[src/rtl/mul_pkg.sv]
// Shared constants and state encoding for the iterative shift-add multiplier.
package mul_pkg;

  localparam int MUL_WIDTH = 32;
  localparam int MUL_CNT_W = $clog2(MUL_WIDTH);

  typedef enum logic [1:0] {
    IDLE = 2'd0,
    CALC = 2'd1,
    DONE = 2'd2
  } mul_state_e;

endpackage

[src/rtl/mul_if.sv]
// Request/busy/done handshake between the EX stage (master) and mul_seq (slave).
interface mul_if #(
  parameter int WIDTH = mul_pkg::MUL_WIDTH
);

  logic             cancel;
  logic             mul;
  logic             mul_signed;
  logic [WIDTH-1:0] x;
  logic [WIDTH-1:0] y;
  logic [WIDTH-1:0] hi;
  logic [WIDTH-1:0] lo;
  logic             busy;
  logic             done;

  modport master (
    output cancel, mul, mul_signed, x, y,
    input  hi, lo, busy, done
  );

  modport slave (
    input  cancel, mul, mul_signed, x, y,
    output hi, lo, busy, done
  );

endinterface

[src/rtl/mul_step.sv]
// One radix-2 iteration: conditionally add the multiplicand into the upper half,
// then shift the {acc,mplr} pair right by one.
module mul_step
  import mul_pkg::*;
#(
  parameter int WIDTH = MUL_WIDTH
) (
  input  logic [WIDTH:0]   acc,
  input  logic [WIDTH-1:0] mplr,
  input  logic [WIDTH-1:0] mcand,
  output logic [WIDTH:0]   acc_next,
  output logic [WIDTH-1:0] mplr_next
);

  logic [WIDTH:0]   sum;
  logic [2*WIDTH:0] shifted;

  always_comb begin
    sum       = acc + (mplr[0] ? {1'b0, mcand} : '0);
    shifted   = {sum, mplr} >> 1;
    acc_next  = shifted[2*WIDTH:WIDTH];
    mplr_next = shifted[WIDTH-1:0];
  end

endmodule

[src/rtl/mul_seq.sv]
// Iterative signed/unsigned multiplier for MULT/MULTU with level request handshake.
// Optional early termination on small multipliers via `define MUL_EARLY_OUT_EN.
module mul_seq
  import mul_pkg::*;
#(
  parameter int WIDTH = MUL_WIDTH
) (
  input logic  div_clk,
  input logic  rst,
  mul_if.slave bus
);

  localparam int CNT_W = $clog2(WIDTH);

  localparam logic [1:0] ST_IDLE = IDLE;
  localparam logic [1:0] ST_CALC = CALC;
  localparam logic [1:0] ST_DONE = DONE;

  logic [1:0]         state;
  logic               sx, sy;
  logic [WIDTH:0]     acc;
  logic [WIDTH-1:0]   mplr, mcand;
  logic [CNT_W-1:0]   cnt;
  logic [WIDTH-1:0]   hi_q, lo_q;

  logic [WIDTH:0]     acc_nx;
  logic [WIDTH-1:0]   mplr_nx;
  logic               last;
  logic [2*WIDTH-1:0] prod, prod_final;
  logic               start, x_neg, y_neg;

  assign start = (state == ST_IDLE) & bus.mul & ~bus.cancel;
  assign x_neg = bus.mul_signed & bus.x[WIDTH-1];
  assign y_neg = bus.mul_signed & bus.y[WIDTH-1];

  mul_step #(.WIDTH(WIDTH)) u_step (
    .acc       (acc),
    .mplr      (mplr),
    .mcand     (mcand),
    .acc_next  (acc_nx),
    .mplr_next (mplr_nx)
  );

`ifdef MUL_EARLY_OUT_EN
  // Once the unconsumed multiplier bits are zero, the remaining iterations would
  // only shift, so jump ahead and align the partial product in one step.
  logic [CNT_W:0]   iters_done;
  logic [WIDTH-1:0] rem_mask;
  logic [CNT_W-1:0] shamt;

  always_comb begin
    iters_done = {1'b0, cnt} + {{CNT_W{1'b0}}, 1'b1};
    rem_mask   = {WIDTH{1'b1}} >> iters_done;
    shamt      = CNT_W'(WIDTH-1) - cnt;
    last       = (cnt == CNT_W'(WIDTH-1)) | ((mplr_nx & rem_mask) == '0);
    prod       = (2*WIDTH)'({acc_nx, mplr_nx} >> shamt);
  end
`else
  always_comb begin
    last = (cnt == CNT_W'(WIDTH-1));
    prod = (2*WIDTH)'({acc_nx, mplr_nx});
  end
`endif

  assign prod_final = (sx ^ sy) ? -prod : prod;

  // Reset beats cancel beats normal sequencing; results land on entry to DONE.
  always_ff @(posedge div_clk) begin
    if (rst) begin
      state <= ST_IDLE;
      sx    <= 1'b0;
      sy    <= 1'b0;
      acc   <= '0;
      mplr  <= '0;
      mcand <= '0;
      cnt   <= '0;
      hi_q  <= '0;
      lo_q  <= '0;
    end else begin
      case (state)
        ST_IDLE: begin
          if (start) begin
            sx    <= x_neg;
            sy    <= y_neg;
            mcand <= x_neg ? -bus.x : bus.x;
            mplr  <= y_neg ? -bus.y : bus.y;
            acc   <= '0;
            cnt   <= '0;
            state <= ST_CALC;
          end
        end
        ST_CALC: begin
          if (bus.cancel) begin
            state <= ST_IDLE;
          end else begin
            acc  <= acc_nx;
            mplr <= mplr_nx;
            cnt  <= cnt + {{(CNT_W-1){1'b0}}, 1'b1};
            if (last) begin
              {hi_q, lo_q} <= prod_final;
              state        <= ST_DONE;
            end
          end
        end
        ST_DONE: state <= ST_IDLE;
        default: state <= ST_IDLE;
      endcase
    end
  end

  assign bus.hi   = hi_q;
  assign bus.lo   = lo_q;
  assign bus.busy = (state == ST_CALC) | start;
  assign bus.done = (state == ST_DONE);

endmodule

[src/flat_wrapper.sv]
// flat-port wrapper written by rule: the top's interface ports become plain ports
module mul_seq_flat import mul_pkg::*;
#(
  parameter int WIDTH = MUL_WIDTH
)
  (div_clk, rst, bus_cancel, bus_mul, bus_mul_signed, bus_x, bus_y, bus_hi, bus_lo, bus_busy, bus_done);
  mul_if #(.WIDTH(WIDTH)) bus_i ();
  input logic div_clk;
  input logic rst;
  input wire logic [$bits(bus_i.cancel)-1:0] bus_cancel;
  input wire logic [$bits(bus_i.mul)-1:0] bus_mul;
  input wire logic [$bits(bus_i.mul_signed)-1:0] bus_mul_signed;
  input wire logic [$bits(bus_i.x)-1:0] bus_x;
  input wire logic [$bits(bus_i.y)-1:0] bus_y;
  output wire logic [$bits(bus_i.hi)-1:0] bus_hi;
  output wire logic [$bits(bus_i.lo)-1:0] bus_lo;
  output wire logic [$bits(bus_i.busy)-1:0] bus_busy;
  output wire logic [$bits(bus_i.done)-1:0] bus_done;
  assign bus_i.cancel = bus_cancel;
  assign bus_i.mul = bus_mul;
  assign bus_i.mul_signed = bus_mul_signed;
  assign bus_i.x = bus_x;
  assign bus_i.y = bus_y;
  assign bus_hi = bus_i.hi;
  assign bus_lo = bus_i.lo;
  assign bus_busy = bus_i.busy;
  assign bus_done = bus_i.done;
  mul_seq #(.WIDTH(WIDTH)) u_core (.div_clk(div_clk), .rst(rst), .bus(bus_i));
endmodule
[config.mk]
export PLATFORM = sky130hd
export DESIGN_NAME = mul_seq_flat
export DESIGN_NICKNAME = d
export VERILOG_FILES = /design/src/rtl/mul_pkg.sv /design/src/rtl/mul_if.sv /design/src/rtl/mul_step.sv /design/src/rtl/mul_seq.sv /design/src/flat_wrapper.sv
export SDC_FILE = /design/constraint.sdc
export NUM_CORES = 1
export LEC_CHECK = 0
export ABC_AREA = 1
export CORE_MARGIN = 2
export CORE_UTILIZATION = 45
export CTS_CLUSTER_DIAMETER = 80
export CTS_CLUSTER_SIZE = 25
export DETAILED_ROUTE_END_ITERATION = 7
export PLACE_DENSITY = 0.66
export SYNTH_ARGS = -nofsm -noshare
export SYNTH_HDL_FRONTEND = slang
export SYNTH_SLANG_ARGS = --single-unit
[constraint.sdc]
create_clock -name div_clk -period 6.43 [get_ports div_clk]
set_clock_uncertainty 0.1 [all_clocks]
set_input_delay 1.286 -clock div_clk [delete_from_list [all_inputs] [get_ports div_clk]]
set_output_delay 1.286 -clock div_clk [all_outputs]
set_load 0.005 [all_outputs]
== Word level (Yosys, flattened, before mapping) ==
Cells that the tools add are included.

* Bits in registers: 170
* Input port bits: 69
* Output and inout bits: 66
* Word-level logic and storage cells: 50

* $add $sub $neg: 5
* Equal/unequal tests: 6
* Mux-type cells: 17
* Bitwise gates (word level): 7
* Reductions and logical operators: 6

{| class="wikitable"
|+ Operators with widths
! operator !! number
|-
| $mux 32 || 5
|-
| $mux 33 || 2
|-
| $pmux 33 s2 || 1
|-
| $mux 64 || 1
|-
| $neg 32->32 || 2
|-
| $neg 64->64 || 1
|-
| $pmux 32 s2 || 1
|-
| $add 33x33->33 || 1
|-
| $mux 5 || 2
|-
| $pmux 5 s2 || 1
|-
| $mux 2 || 3
|-
| $reduce_and 3->1 || 2
|-
| $add 5x1->5 const B || 1
|-
| $eq 5x5->1 const B || 1
|-
| $and 1x1->1 || 4
|-
| $pmux 2 s2 || 1
|-
| $reduce_and 2->1 || 2
|-
| $ne 3x2->1 const B || 1
|-
| $eq 2x1->1 const B || 1
|-
| $eq 2x2->1 const B || 1
|-
| $logic_not 2->1 || 1
|-
| $ne 2x1->1 const B || 1
|-
| $ne 2x2->1 const B || 1
|-
| $reduce_bool 2->1 || 1
|-
| 3 further kinds || 3
|}

== Longest topological paths before layout ==
Gate-level depths: netlist of the first run.

* Depth in word-level cells: 5
* Mapped depth: 25

== By module ==
From an unflattened synthesis of the first run, not the netlist that was laid out.

* Cells, all modules: 2348
* Area total of the unflattened synthesis: 13400.4 um2

{| class="wikitable"
|+ Modules (own cells, without submodules)
! module !! times used !! cells an instance !! area an instance (um2) !! sequential area each (um2)
|-
| mul_seq || 1 || 1724 || 10473.8 || 3403.3
|-
| mul_step || 1 || 624 || 2926.6 || 0.0
|}

== Worst setup path before layout of the first run ==
OpenSTA, ideal clock, no wires.

* Kind: input -> output
* Start: input bus_cancel
* End: output bus_busy
* Arrival time: 1785 ps
* Path slack: 3259 ps
* Stages on the path: 4
* Cell sequence: inv_1 -> nand3_1 -> clkbuf_1 -> nand2_1

* Cells in the longest elaborated chain, start to end: 3

{| class="wikitable"
|+ Ends and longest elaborated chain
! element !! RTL line !! RTL
|-
| start: declaration || flat_wrapper.sv:10 || <nowiki>input wire logic [$bits(bus_i.cancel)-1:0] bus_cancel;</nowiki>
|-
| $not 1->1 (no source line) || -- ||
|-
| $and 1x1->1 || mul_seq.sv:32 || <nowiki>assign start = (state == ST_IDLE) & bus.mul & ~bus.cancel;</nowiki>
|-
| $or 1x1->1 || mul_seq.sv:113 || <nowiki>assign bus.busy = (state == ST_CALC) | start;</nowiki>
|-
| end: declaration || flat_wrapper.sv:17 || <nowiki>output wire logic [$bits(bus_i.busy)-1:0] bus_busy;</nowiki>
|}

Every way passes these cells.

== Worst setup path in the final report of the first run ==
Same ends and word-level chain as after synthesis.

==> flow_summary.json, run 1 <==
{
  "path_buf_inv": 3,
  "port_buffers": 134,
  "yosysWarnings": 0,
  "critPathCaptureType": "output pin",
  "crit_required_ns": 5.04,
  "tightest_slew_ns": 1.15,
  "cts_setup_buffers": 0,
  "vias": 13100,
  "gr-total-overflow": 0,
  "total_leakage_power_nw": 7.36,
  "ys.flop_type": "dfxtp_1",
  "outcome": "completed",
  "hold-path-cell-count": 2,
  "r2r_start": "u_core.mplr[0]",
  "die_w_um": 171,
  "power.density_nw_per_um2": 174,
  "crit_slowest_cell": "nand3_1",
  "holdWs_ns": 0.370,
  "critical_path_class": "input pin to output pin",
  "area_delta_synth_final_pct": 17.5,
  "critPathArrivalTime_ns": 3.24,
  "path_cells": "clkdlybuf4s50_1, inv_1, nand3_1, nand2_1, clkdlybuf4s50_1",
  "cp_max_fo": 22,
  "cts-root-buf": "clkbuf_16",
  "grt_use_total": 0.270,
  "yosys_register_bits": 169,
  "finalCritPeriodShare": 0.719,
  "syn_inst": 2103,
  "finalInstanceArea_um2": 14700,
  "dp_hpwl_um": 30000,
  "antenna_found_initial": 0,
  "clockBufferDepth": 2,
  "r2r-end": "u_core.bus.hi[27]",
  "globalplace.congestion": 0.954,
  "antenna_cells": 0,
  "min_to": "u_core.acc[0]",
  "maxCapViolations": 0,
  "r2r_cells": 18,
  "grt_first_pass_wirelength_um": 62200,
  "timing.setup.tns_ns": 0,
  "cts_tree": "yes",
  "dieArea_um2": 29100,
  "final_util": 0.541,
  "critPathLaunchType": "input pin",
  "drtAntennaViolNets": 0,
  "grt_pass1_vias": 12000,
  "synth-edff-count": 0,
  "first_pass_iters": 6,
  "wl_per_cell_um": 15.1,
  "cts_buffers": 17,
  "io_pins": 135,
  "relSlewSlack": 0.233,
  "cp_slowest_stage_delay_ns": 0.62,
  "h-tree-depth": 4,
  "drt_iter0_markers": 1066,
  "crit_top_cell": "clkdlybuf4s50_1",
  "fillCellCount": 2822,
  "drv_slew": 0,
  "clock-sinks": 169,
  "synth.distinct_cells": 47,
  "core-area_um2": 27100,
  "reg2reg_slack_ns": 2.57,
  "grt_max_degree": 88,
  "ctsHoldBuffers": 0,
  "hp-start": "u_core.acc[0]",
  "rsz0062_at_grt": "no",
  "setup_viol": 0,
  "fmax_ghz": 0.216,
  "clk_pin_slew_ns": 0.07,
  "drc": 0,
  "final_cell_mix": "634 x nand2_1, 319 x inv_1, 222 x nor2_1",
  "wl_um": 38800,
  "via_per_inst": 5.08,
  "clock_latency_ns": 0.44,
  "vdd_drop_max_v": 0.000187,
  "synth_area_um2": 12500,
  "synth.avg_cell_area_um2": 5.93,
  "num_rows": 60,
  "synth_nets": 2210,
  "die_h_um": 171,
  "synthArstFlopShare": 0,
  "cts_resized": 0,
  "final_common_cell": "nand2_1",
  "layout.nets": 2297,
  "cp_top_family": "buffers and inverters",
  "period_needed_ns": 4.63,
  "synth-seq-area-share": 0.271,
  "hp-class": "flip-flop to flip-flop",
  "drive_gt1_frac": 0.0676,
  "start_util": 0.460,
  "hold_viol": 0,
  "dpl_cell_area_um2": 14100
}
-- area by class of cell --
class / count / area (um^2) / area share
Tap cell: 372 / 465 / 0.0317
Multi-Input combinational cell: 1527 / 7570 / 0.516
Timing Repair Buffer: 141 / 1400 / 0.0955
Clock inverter: 14 / 159 / 0.0108
Sequential cell: 169 / 3380 / 0.231
Inverter: 334 / 1250 / 0.0855
Clock buffer: 18 / 429 / 0.0293
-- layer usage --
layer,up-vias,GRT usage,share of wire
met3,54,0.0291,0.051
met4,0,0.0936,0.031
met1,5829,0.378,0.48
li1,6815,-,-
met5,-,0,0
met2,391,0.432,0.44
-- registers in the layout, summed over array words and instances (netlist names), 2 cells and up --
register       cells
u_core.cnt         5
u_core.mcand      32
u_core.bus.lo     32
u_core.bus.hi     32
u_core.mplr       32
u_core.state       2
u_core.acc        32
-- worst reg2reg max path: cells and delay by family (launching register included) --
kind	cells	cell delay (ns)
buf+inv	2	0.12
simple gates	14	1.67
flops	1	1.08
fa+ha+maj	2	0.79
-- cells in the mapped netlist (2+ instances only) --
cell type    n  share of area
and2_1       6         0.0030
nand4_1     21          0.011
o21ai_0    114          0.046
o31ai_1      5         0.0030
o211ai_1     9         0.0054
a21oi_2      3         0.0021
nor3_1      17         0.0068
clkinv_1     3        0.00090
nor3_2       3         0.0024
nand3b_1     6         0.0036
nor2_4       5         0.0045
nand3_1    102          0.041
dfxtp_1    169           0.27
clkbuf_1    57          0.017
inv_1      320          0.096
o22ai_1      9         0.0045
a211oi_1     2         0.0012
a21oi_1    120          0.048
nor2_2      24          0.012
xor2_1      46          0.032
nand2_1    634           0.19
xnor2_1     10         0.0070
nand2_2     34          0.017
o221ai_1    19          0.013
nor2_1     225          0.068
buf_2        2        0.00080
nor4_1       2         0.0010
or2_2        8         0.0040
buf_1       12         0.0036
a21o_1       6         0.0036
a31oi_1     37          0.019
nand3_2     12         0.0096
inv_2       11         0.0033
ha_1        37          0.037
-- logic make-up (layout without fill, tap and decap cells) --
family	count (synthesis)	in the layout	synth area share
AOI/OAI and AO/OA	326	326	0.147
xor gates and xnor gates	57	57	0.0406
adders and majority gates	38	38	0.0387
buffers and inverters	407	507	0.124
DFF	169	169	0.271
and+or+nand+nor	1106	1106	0.379
-- power breakdown --
| group | switching (mW) | internal (mW) | total (mW) |
|---|---|---|---|
| clock | 0.491 | 0.551 | 1.04 |
| combinational | 0.260 | 0.150 | 0.410 |
| sequential | 0.0302 | 1.07 | 1.10 |
-- through the flow --
step | setup slack, ns | instances | total power, mW
floorplan | 3.26 | 2103 | 1.39
global placement | 1.80 | 2543 | 1.53
detailed placement | 1.78 | 2543 | 1.53
CTS | 1.76 | 2575 | 2.57
global route | 1.64 | 2575 | 2.67
finish | 1.80 | 2575 | 2.56
-- worst max path at each step --
stage | startpoint | endpoint | slack, ns | cells after the start
floorplan | bus_cancel | bus_busy | 3.26 | 4
global placement | bus_cancel | bus_busy | 1.80 | 5
detailed placement | bus_cancel | bus_busy | 1.78 | 5
CTS | bus_cancel | bus_busy | 1.76 | 5
global route | bus_cancel | bus_busy | 1.64 | 5
finish | bus_cancel | bus_busy | 1.80 | 5
Note: power is estimated with default switching activity, not from simulation.
==> inputs of run 2 (changes only) <==
==> constraint.sdc (replaced) <==
create_clock -name div_clk -period 4.7 [get_ports div_clk]
set_clock_uncertainty 0.1 [all_clocks]
set_input_delay 0.94 -clock div_clk [delete_from_list [all_inputs] [get_ports div_clk]]
set_output_delay 0.94 -clock div_clk [all_outputs]
set_load 0.005 [all_outputs]
==> run 2 against run 1 <==
Compared with the run above:
- worst hold slack improved by 0.0025 ns
- die area stayed put
- flip-flop and latch count stayed put
- largest cell class unchanged
- clock power increased by 38%
- highest routed layer unchanged
- setup slack worse by 0.55 ns
- register-to-register slack got worse by 1.2 ns
- clock-buffer cell count is 1 lower
- critical endpoint unchanged
- non-clock buffer count is 5 higher
- sequential share of layout area shrank 0.055 points
- utilization increased by 0.13 points
- largest power group unchanged
==> flow_summary.json, run 2 (synthesis gave the netlist of run 1 again) <==
{
  "cts_tree": "yes",
  "dieArea_um2": 29100,
  "final_cell_mix": "634 x nand2_1, 319 x inv_1, 222 x nor2_1",
  "crit_required_ns": 3.66,
  "cp_slowest_stage_delay_ns": 0.53,
  "timing.setup.tns_ns": 0,
  "cts-root-buf": "clkbuf_16",
  "hp-start": "u_core.acc[0]",
  "clock-sinks": 169,
  "gr-total-overflow": 0,
  "io_pins": 135,
  "final_common_cell": "nand2_1",
  "r2r_start": "u_core.mplr[0]",
  "clock_latency_ns": 0.44,
  "clockBufferDepth": 2,
  "first_pass_iters": 6,
  "critPathLaunchType": "input pin",
  "r2r_cells": 19,
  "critPathCaptureType": "output pin",
  "rsz0062_at_grt": "no",
  "fmax_ghz": 0.290,
  "period_needed_ns": 3.45,
  "cts_buffers": 17,
  "hold_viol": 0,
  "drt_iter0_markers": 1121,
  "min_to": "u_core.acc[0]",
  "finalCritPeriodShare": 0.733,
  "crit_top_cell": "clkdlybuf4s50_1",
  "layout.nets": 2302,
  "vdd_drop_max_v": 0.000222,
  "drc": 0,
  "relSlewSlack": 0.459,
  "r2r-end": "u_core.bus.hi[31]",
  "port_buffers": 134,
  "wl_per_cell_um": 15.3,
  "reg2reg_slack_ns": 1.38,
  "drive_gt1_frac": 0.0702,
  "crit_slowest_cell": "clkdlybuf4s50_1",
  "hp-class": "flip-flop to flip-flop",
  "drtAntennaViolNets": 0,
  "globalplace.congestion": 0.943,
  "core-area_um2": 27100,
  "setup_viol": 0,
  "hold-path-cell-count": 2,
  "final_util": 0.542,
  "cp_top_family": "buffers and inverters",
  "cp_max_fo": 22,
  "die_w_um": 171,
  "area_delta_synth_final_pct": 17.8,
  "die_h_um": 171,
  "total_leakage_power_nw": 7.40,
  "critPathArrivalTime_ns": 2.41,
  "path_buf_inv": 4,
  "outcome": "completed",
  "ctsHoldBuffers": 0,
  "dp_hpwl_um": 30800,
  "cts_resized": 0,
  "tightest_slew_ns": 0.810,
  "wl_um": 39400,
  "cts_setup_buffers": 0,
  "antenna_cells": 0,
  "grt_use_total": 0.275,
  "grt_pass1_vias": 12000,
  "drv_slew": 0,
  "maxCapViolations": 0,
  "antenna_found_initial": 0,
  "num_rows": 60,
  "power.density_nw_per_um2": 239,
  "grt_max_degree": 80,
  "start_util": 0.460,
  "clk_pin_slew_ns": 0.07,
  "path_cells": "clkdlybuf4s50_1, inv_1, nand3_1, buf_4, nand2_1, clkdlybuf4s50_1",
  "h-tree-depth": 4,
  "via_per_inst": 5.11,
  "vias": 13200,
  "grt_first_pass_wirelength_um": 63300,
  "critical_path_class": "input pin to output pin",
  "fillCellCount": 2793
}
==> run 2: cell types whose count changed in the layout (fill, tap and decap cells not counted), sizes merged <==
cell and change:
inv +3, clkbuf -1, bufinv -1, clkinvlp -3, clkinv +2, buf +5
==> run 2: worst min-delay path, delay by kind of cell, from the launching register on <==
| family | cells | cell delay [ns] |
|---|---|---|
| flops | 1 | 0.32 |
| simple gates | 1 | 0.06 |
| compound gates | 1 | 0.05 |
==> run 2: per-stage QoR <==
stage | hold slack, ns | power [mW] | setup slack, ns | cells | cell area, um^2
3_5_place_dp | 0.360 | 2.11 | 1.25 | 2548 | 14100
3_3_place_gp | 0.353 | 2.10 | 1.25 | 2548 | 14100
6_report | 0.372 | 3.52 | 1.25 | 2580 | 14700
5_1_grt | 0.394 | 3.67 | 1.05 | 2580 | 14700
2_1_floorplan | 0.328 | 1.91 | 1.71 | 2103 | 12500
4_1_cts | 0.371 | 3.54 | 1.24 | 2580 | 14700
==> run 2: layout make-up <==
cell class	instances	area (um^2)	share of cell area
flip-flops and latches	169	3380	0.230
repair buffers	146	1430	0.0970
multi-input cells	1527	7570	0.515
clock inverters	15	173	0.0117
clock buffers	17	425	0.0289
inverters	334	1250	0.0853
well taps	372	465	0.0317
==> run 2: worst max path at each step <==
stage                         from  depth (start not counted)           endpoint  slack [ns]
global placement        bus_cancel                          6           bus_busy        1.25
CTS                     bus_cancel                          6           bus_busy        1.24
floorplan           u_core.mplr[0]                         20  u_core.bus.hi[31]        1.71
finish                  bus_cancel                          6           bus_busy        1.25
global route        u_core.mplr[0]                         19  u_core.bus.hi[31]        1.05
detailed placement      bus_cancel                          6           bus_busy        1.25
==> run 2: routing by layer <==
metal,share of wire,track usage
met5,0,0
met2,0.45,0.451
met3,0.049,0.0271
met1,0.48,0.388
met4,0.020,0.0706
==> run 2: power breakdown <==
part           switching, mW  internal (mW)  total, mW  leakage (nW)
sequential            0.0388           1.47       1.51          1.37
combinational          0.365          0.207      0.573          5.73
clock                  0.712          0.723       1.44         0.295
total                   1.12           2.40       3.52          7.40
==> inputs of run 3 (changes only) <==
--- a/config.mk
+++ b/config.mk
@@ -11,7 +11,7 @@
 export CTS_CLUSTER_DIAMETER = 80
 export CTS_CLUSTER_SIZE = 25
 export DETAILED_ROUTE_END_ITERATION = 7
-export PLACE_DENSITY = 0.66
+export PLACE_DENSITY = 0.68
 export SYNTH_ARGS = -nofsm -noshare
 export SYNTH_HDL_FRONTEND = slang
 export SYNTH_SLANG_ARGS = --single-unit
==> constraint.sdc (replaced) <==
create_clock -name div_clk -period 2.8 [get_ports div_clk]
set_clock_uncertainty 0.1 [all_clocks]
set_input_delay 0.56 -clock div_clk [delete_from_list [all_inputs] [get_ports div_clk]]
set_output_delay 0.56 -clock div_clk [all_outputs]
set_load 0.005 [all_outputs]
==> run 3 against run 2 <==
Compared with the run above:
- the flow now finishes with violations (setup timing)
- flip-flop and latch count did not move
- clock-buffer cell count is the same
- global-route usage grew 2.5 points
- routed wire length increased by 11%
- register-to-register slack got worse by 1.5 ns
- via count up 7.8%
- total power grew 74%
- clock power up 68%
- critical path depth up 16
- critical path type is now flip-flop to flip-flop
- worst hold slack improved by 0.00064 ns
==> flow_summary.json, run 3 (synthesis gave the netlist of run 1 again) <==
{
  "antenna_cells": 0,
  "p_seq_frac": 0.415,
  "maxCapViolations": 0,
  "gr-total-overflow": 0,
  "tightest_slew_ns": 0.528,
  "start_util": 0.460,
  "vdd_drop_max_v": 0.000432,
  "drv_slew": 0,
  "setup_viol": 19,
  "power.density_nw_per_um2": 351,
  "h-tree-depth": 4,
  "p_sw_mw": 1.99,
  "hp-class": "flip-flop to flip-flop",
  "worstSetupEndpoint": "u_core.bus.hi[18]",
  "clk_pin_slew_ns": 0.08,
  "globalplace.congestion": 0.977,
  "dp_hpwl_um": 33000,
  "p_sw_frac": 0.325,
  "reg2reg_slack_ns": -0.14,
  "final_common_cell": "nand2_1",
  "rsz0062_at_grt": "yes",
  "fmax_ghz": 0.340,
  "outcome": "complete, but fails checks",
  "total_leakage_power_nw": 8.54,
  "grt_use_total": 0.300,
  "hold_viol": 0,
  "die_h_um": 171,
  "antenna_found_initial": 0,
  "hp-start": "u_core.cnt[4]",
  "crit_top_cell": "nand2_4",
  "combPwrFrac": 0.190,
  "critPathCaptureType": "flip-flop",
  "r2r_start": "u_core.mplr[0]",
  "critPathArrivalTime_ns": 3.20,
  "finalCritPeriodShare": 1.05,
  "wl_um": 43700,
  "area_delta_synth_final_pct": 39.9,
  "final_cell_mix": "550 x nand2_1, 299 x inv_1, 208 x buf_4",
  "cp_slowest_stage_delay_ns": 0.43,
  "via_per_inst": 5.10,
  "drt_iter0_markers": 937,
  "port_buffers": 134,
  "critical_path_class": "flip-flop to flip-flop",
  "drc": 0,
  "clkPwrFrac": 0.396,
  "dieArea_um2": 29100,
  "dpl_cell_area_um2": 15500,
  "internal-power_mw": 4.13,
  "timing.setup.tns_ns": -1.50,
  "fillCellCount": 2509,
  "cts-root-buf": "clkbuf_16",
  "relSlewSlack": 0.647,
  "instances_no_fill": 2789,
  "cts_tree": "yes",
  "period_needed_ns": 2.94,
  "wl_per_cell_um": 15.7,
  "grt_max_degree": 91,
  "multi_input_area_um2": 8620,
  "grt_pass1_vias": 13300,
  "cp_max_fo": 4,
  "path_cells": "buf_6, nand2_4, inv_2, ha_4, fa_2, nand2_2, nand2_2, nand3_4, nand2_4, nand2_4, nand2_4, nand2_4, nand2_8, nor2_4, nand2_2, nor2_4, nand2_1, nand2_2, xnor2_2, nand2_1, nand2_1, inv_1",
  "crit_required_ns": 3.05,
  "layout.nets": 2512,
  "crit_slowest_cell": "fa_2",
  "vias": 14200,
  "num_rows": 60,
  "grt_first_pass_wirelength_um": 68600,
  "dp_cells": 2721,
  "finalInstanceArea_um2": 17500,
  "drive_gt1_frac": 0.231,
  "r2r_cells": 22,
  "die_w_um": 171,
  "crit_start": "u_core.mplr[0]",
  "register_area_um2": 3390,
  "io_pins": 135,
  "fin_ws_ns": -0.141,
  "drtAntennaViolNets": 0,
  "clock_latency_ns": 0.45,
  "first_pass_iters": 5,
  "violations": "setup timing",
  "critPathLaunchType": "flip-flop",
  "clockBufferDepth": 2,
  "clock-sinks": 169,
  "cts_buffers": 17,
  "r2r-end": "u_core.bus.hi[18]",
  "core-area_um2": 27100
}
==> run 3: cell count changes in the layout (fill, tap and decap cells not counted), moves of 20 or more <==
cell     before  now
nand2_2      34   90
buf_4        12  208
nor2_1      222  189
inv_1       319  299
nand2_4       1   28
nand2_1     634  550
nor2_4        8   33
==> run 3: cell type report <==
type                       instances  area share
timing repair buffer             356       0.180
multi-input combinational       1527       0.494
clock inverter                    14     0.00896
sequential                       169       0.194
clock buffer                      17      0.0244
inverter                         334      0.0721
tap                              372      0.0267
==> run 3: worst min-delay path by stage <==
| stage | end | slack (ns) | depth (start not counted) |
|---|---|---|---|
| detailed placement | u_core.acc[2] | 0.36 | 2 |
| global placement | u_core.cnt[4] | 0.35 | 2 |
| global route | u_core.cnt[4] | 0.40 | 2 |
| CTS | u_core.cnt[4] | 0.38 | 2 |
| finish | u_core.cnt[4] | 0.37 | 2 |
| floorplan | u_core.mcand[31] | 0.33 | 2 |
==> run 3: through the flow <==
stage	hold slack [ns]	utilization	setup WS, ns	total power, mW
5_1_grt	0.397	0.644	-0.304	6.35
3_3_place_gp	0.352	0.573	-0.368	3.62
2_1_floorplan	0.328	-	0.00515	3.21
4_1_cts	0.375	0.622	-0.0937	6.08
3_5_place_dp	0.362	0.573	-0.364	3.63
6_report	0.373	0.644	-0.141	6.12
==> run 3: metal layers <==
metal	track usage	wire length (um)
met4	0.113	1590
met5	0	0
met2	0.500	20000
met1	0.401	20100
met3	0.0303	2070
==> run 3: repair_timing <==
item                                    4_1_cts  5_1_grt
cloned                                        1        0
pin swaps                                    25       68
endpoints found under the setup margin       25       42
resized for setup                           133      139
setup buffers                                24       14
hold buffers                                  0        0
==> run 3: power by group through the flow <==
stage	sequential, mW	clock, mW	combinational (mW)
CTS	2.54	2.45	1.10
global route	2.55	2.52	1.28
global placement	2.59	0	1.03
detailed placement	2.59	0	1.04
finish	2.54	2.42	1.16
floorplan	2.56	0	0.645
==> run 3: worst max-delay path, delay by kind of cell, from the launching register on <==
family	cells	cell delay, ns
xor+xnor	1	0.13
flops	1	0.38
buf+inv	3	0.20
simple gates	16	1.45
fa+ha+maj	2	0.58
==> variant (settings of run 2) <==
`MUL_WIDTH`: 32 -> 16.
--- a/src/rtl/mul_pkg.sv
+++ b/src/rtl/mul_pkg.sv
@@ -1,7 +1,7 @@
 // Shared constants and state encoding for the iterative shift-add multiplier.
 package mul_pkg;
 
-  localparam int MUL_WIDTH = 32;
+  localparam int MUL_WIDTH = 16;
   localparam int MUL_CNT_W = $clog2(MUL_WIDTH);
 
   typedef enum logic [1:0] {
Interface: changed (resized bus_hi, bus_lo, bus_x and bus_y); port bits go from 135 to 71. No check against the original RTL was run, so the function may have changed too.
==> variant against run 2 <==
Non-clock buffer count down 70. Register-to-register slack better by 0.27 ns. Cell area shrank 52%. Setup slack improved by 0.14 ns. Area after synthesis down 52%. Sequential cell count fell by 81. Total power fell by 46%. Critical path depth shrank 1. Hold slack got worse by 0.0013 ns. Wire length decreased by 60%. Via count fell by 55%.
==> variant: results (changes against run 2) <==
Logic synthesis
  – Sequential fraction of the synthesis area: 29.49% (+2.4 points)
  – Cells after Synth: 959 (-54%)
  – Top cells by count, synth: nand2_1, inv_1, nor2_1, dfxtp_1, a21oi_1
  – Post-synthesis cell type count: 40 (-15%)

Global route
  – Vias in the first global route: 5304 (-56%)
  – Global-route wire length before repair: 25690 um (-59%)
  – All-layer global routing usage: 22.49% (-5.1 points)
  – Largest net degree at the start of global routing: 55 (-31%)

STA
  – Final Critical Period: 3.305 ns (-0.1419 ns)
  – Worst slew pin tran: 0.6160 ns (-0.1942 ns)

Worst setup path
  – R2R setup slack: 1.65 ns (+0.27 ns)
  – Crit path max fanout: 8 (-64%)
  – Critical Path AT: 2.27 ns (-0.14 ns)
  – CP max stage delay: 0.51 ns (-0.02 ns)

Placed design
  – Cell Count Post-Placement: 1176 (-54%)
  – Hpwl dp: 11810 um (-62%)
  – GPL Wtd Cong: 0.8730 (-7.4%)
  – IO Port Bufs: 70 (-48%)
  – Placed Area: 6809 um2 (-52%)

Pwr
  – LEAKAGE: 3.499 nW (-53%)
  – Switching power: 0.5346 mW (-52%)
  – Max VDD drop: 0.1646 mV (-26%)

Layout
  – Layout cell share with drive strength beyond 1: 6.404% (-0.62 points)
  – Filler instances: 1332 (-52%)

Status
  – Outcome: complete, no violations

Drt
  – WL/cell: 13.13 um (-14%)
  – WL final: 15640 um (-60%)
  – 1st-pass router iterations: 5 (-1)

Clock tree
  – Later-pin clock latency in the skew report: 0.35 ns (-0.09 ns)
==> variant: cell types whose count changed after synthesis, sizes merged, moves of 9 or more <==
cell	run 2	this run
nand4	21	8
nor3	20	10
dfxtp	169	88
nand3	115	61
inv	331	140
nor2	254	101
a21oi	123	72
clkbuf	57	27
o21ai	115	73
a31oi	37	2
ha	37	20
nand2	669	273
o22ai	9	0
xor2	46	28
==> variant: per-layer routing <==
| layer | global-route usage (%) | vias to the layer above | wire [um] | share of wire (%) |
|---|---|---|---|---|
| met2 | 36.28 | 135 | 6969 | 45 |
| met1 | 30.67 | 2592 | 7753 | 50 |
| li1 | - | 3169 | - | - |
| met5 | 0 | - | 0 | 0 |
| met4 | 8.110 | 0 | 307 | 2.0 |
| met3 | 3.065 | 20 | 607 | 3.9 |
==> variant: cells by family (layout without fill, tap and decap cells) <==
| kind of cell | after synthesis | after routing | synth area share (%) |
|---|---|---|---|
| compound gates | 175 | 175 | 16.25 |
| xor+xnor | 34 | 34 | 4.984 |
| fa+ha+maj | 21 | 21 | 4.524 |
| buf+inv | 177 | 233 | 11.29 |
| flops | 88 | 88 | 29.49 |
| simple gates | 464 | 464 | 33.47 |
==> variant: worst register-to-register path: cells and delay by family (launching register included) <==
| kind | cells | cell delay, ns |
|---|---|---|
| buffers and inverters | 3 | 0.22 |
| AND/OR/NAND/NOR | 13 | 1.24 |
| flip-flops | 1 | 0.67 |
| adder cells (fa/ha/maj) | 2 | 0.74 |
==> variant: area by class of cell <==
cell class              instances  area share, %
clock buffers                  10          3.353
clock inverters                 5          1.106
inverters                     142          7.479
multi-input cells             694          49.79
flip-flops and latches         88          24.72
well taps                     176          3.090
repair buffers                 76          10.46
==> variant: how the worst min path moves through the flow <==
stage,from,to,slack [ns],depth (start not counted)
2_1_floorplan,u_core.acc[0],u_core.acc[0],0.35,2
3_3_place_gp,u_core.acc[0],u_core.acc[0],0.36,2
3_5_place_dp,u_core.acc[5],u_core.acc[5],0.36,2
4_1_cts,u_core.acc[5],u_core.acc[5],0.37,2
5_1_grt,u_core.acc[6],u_core.acc[6],0.39,2
6_report,u_core.acc[8],u_core.acc[8],0.37,2
==> variant: stage by stage <==
stage	hold slack (ns)	power [mW]	utilization (%)
after floorplan	0.3453	1.034	-
after CTS	0.3737	1.920	54.47
after detailed placement	0.3639	1.138	52.04
final	0.3709	1.905	54.47
after global routing	0.3902	1.988	54.47
after global placement	0.3587	1.138	52.04
==> variant: power groups by stage <==
stage | Clock, mW | Combinational, mW | Sequential [mW]
finish | 0.780 | 0.327 | 0.798
global placement | 0 | 0.324 | 0.814
detailed placement | 0 | 0.324 | 0.814
CTS | 0.796 | 0.326 | 0.797
global route | 0.818 | 0.368 | 0.802
floorplan | 0 | 0.232 | 0.802
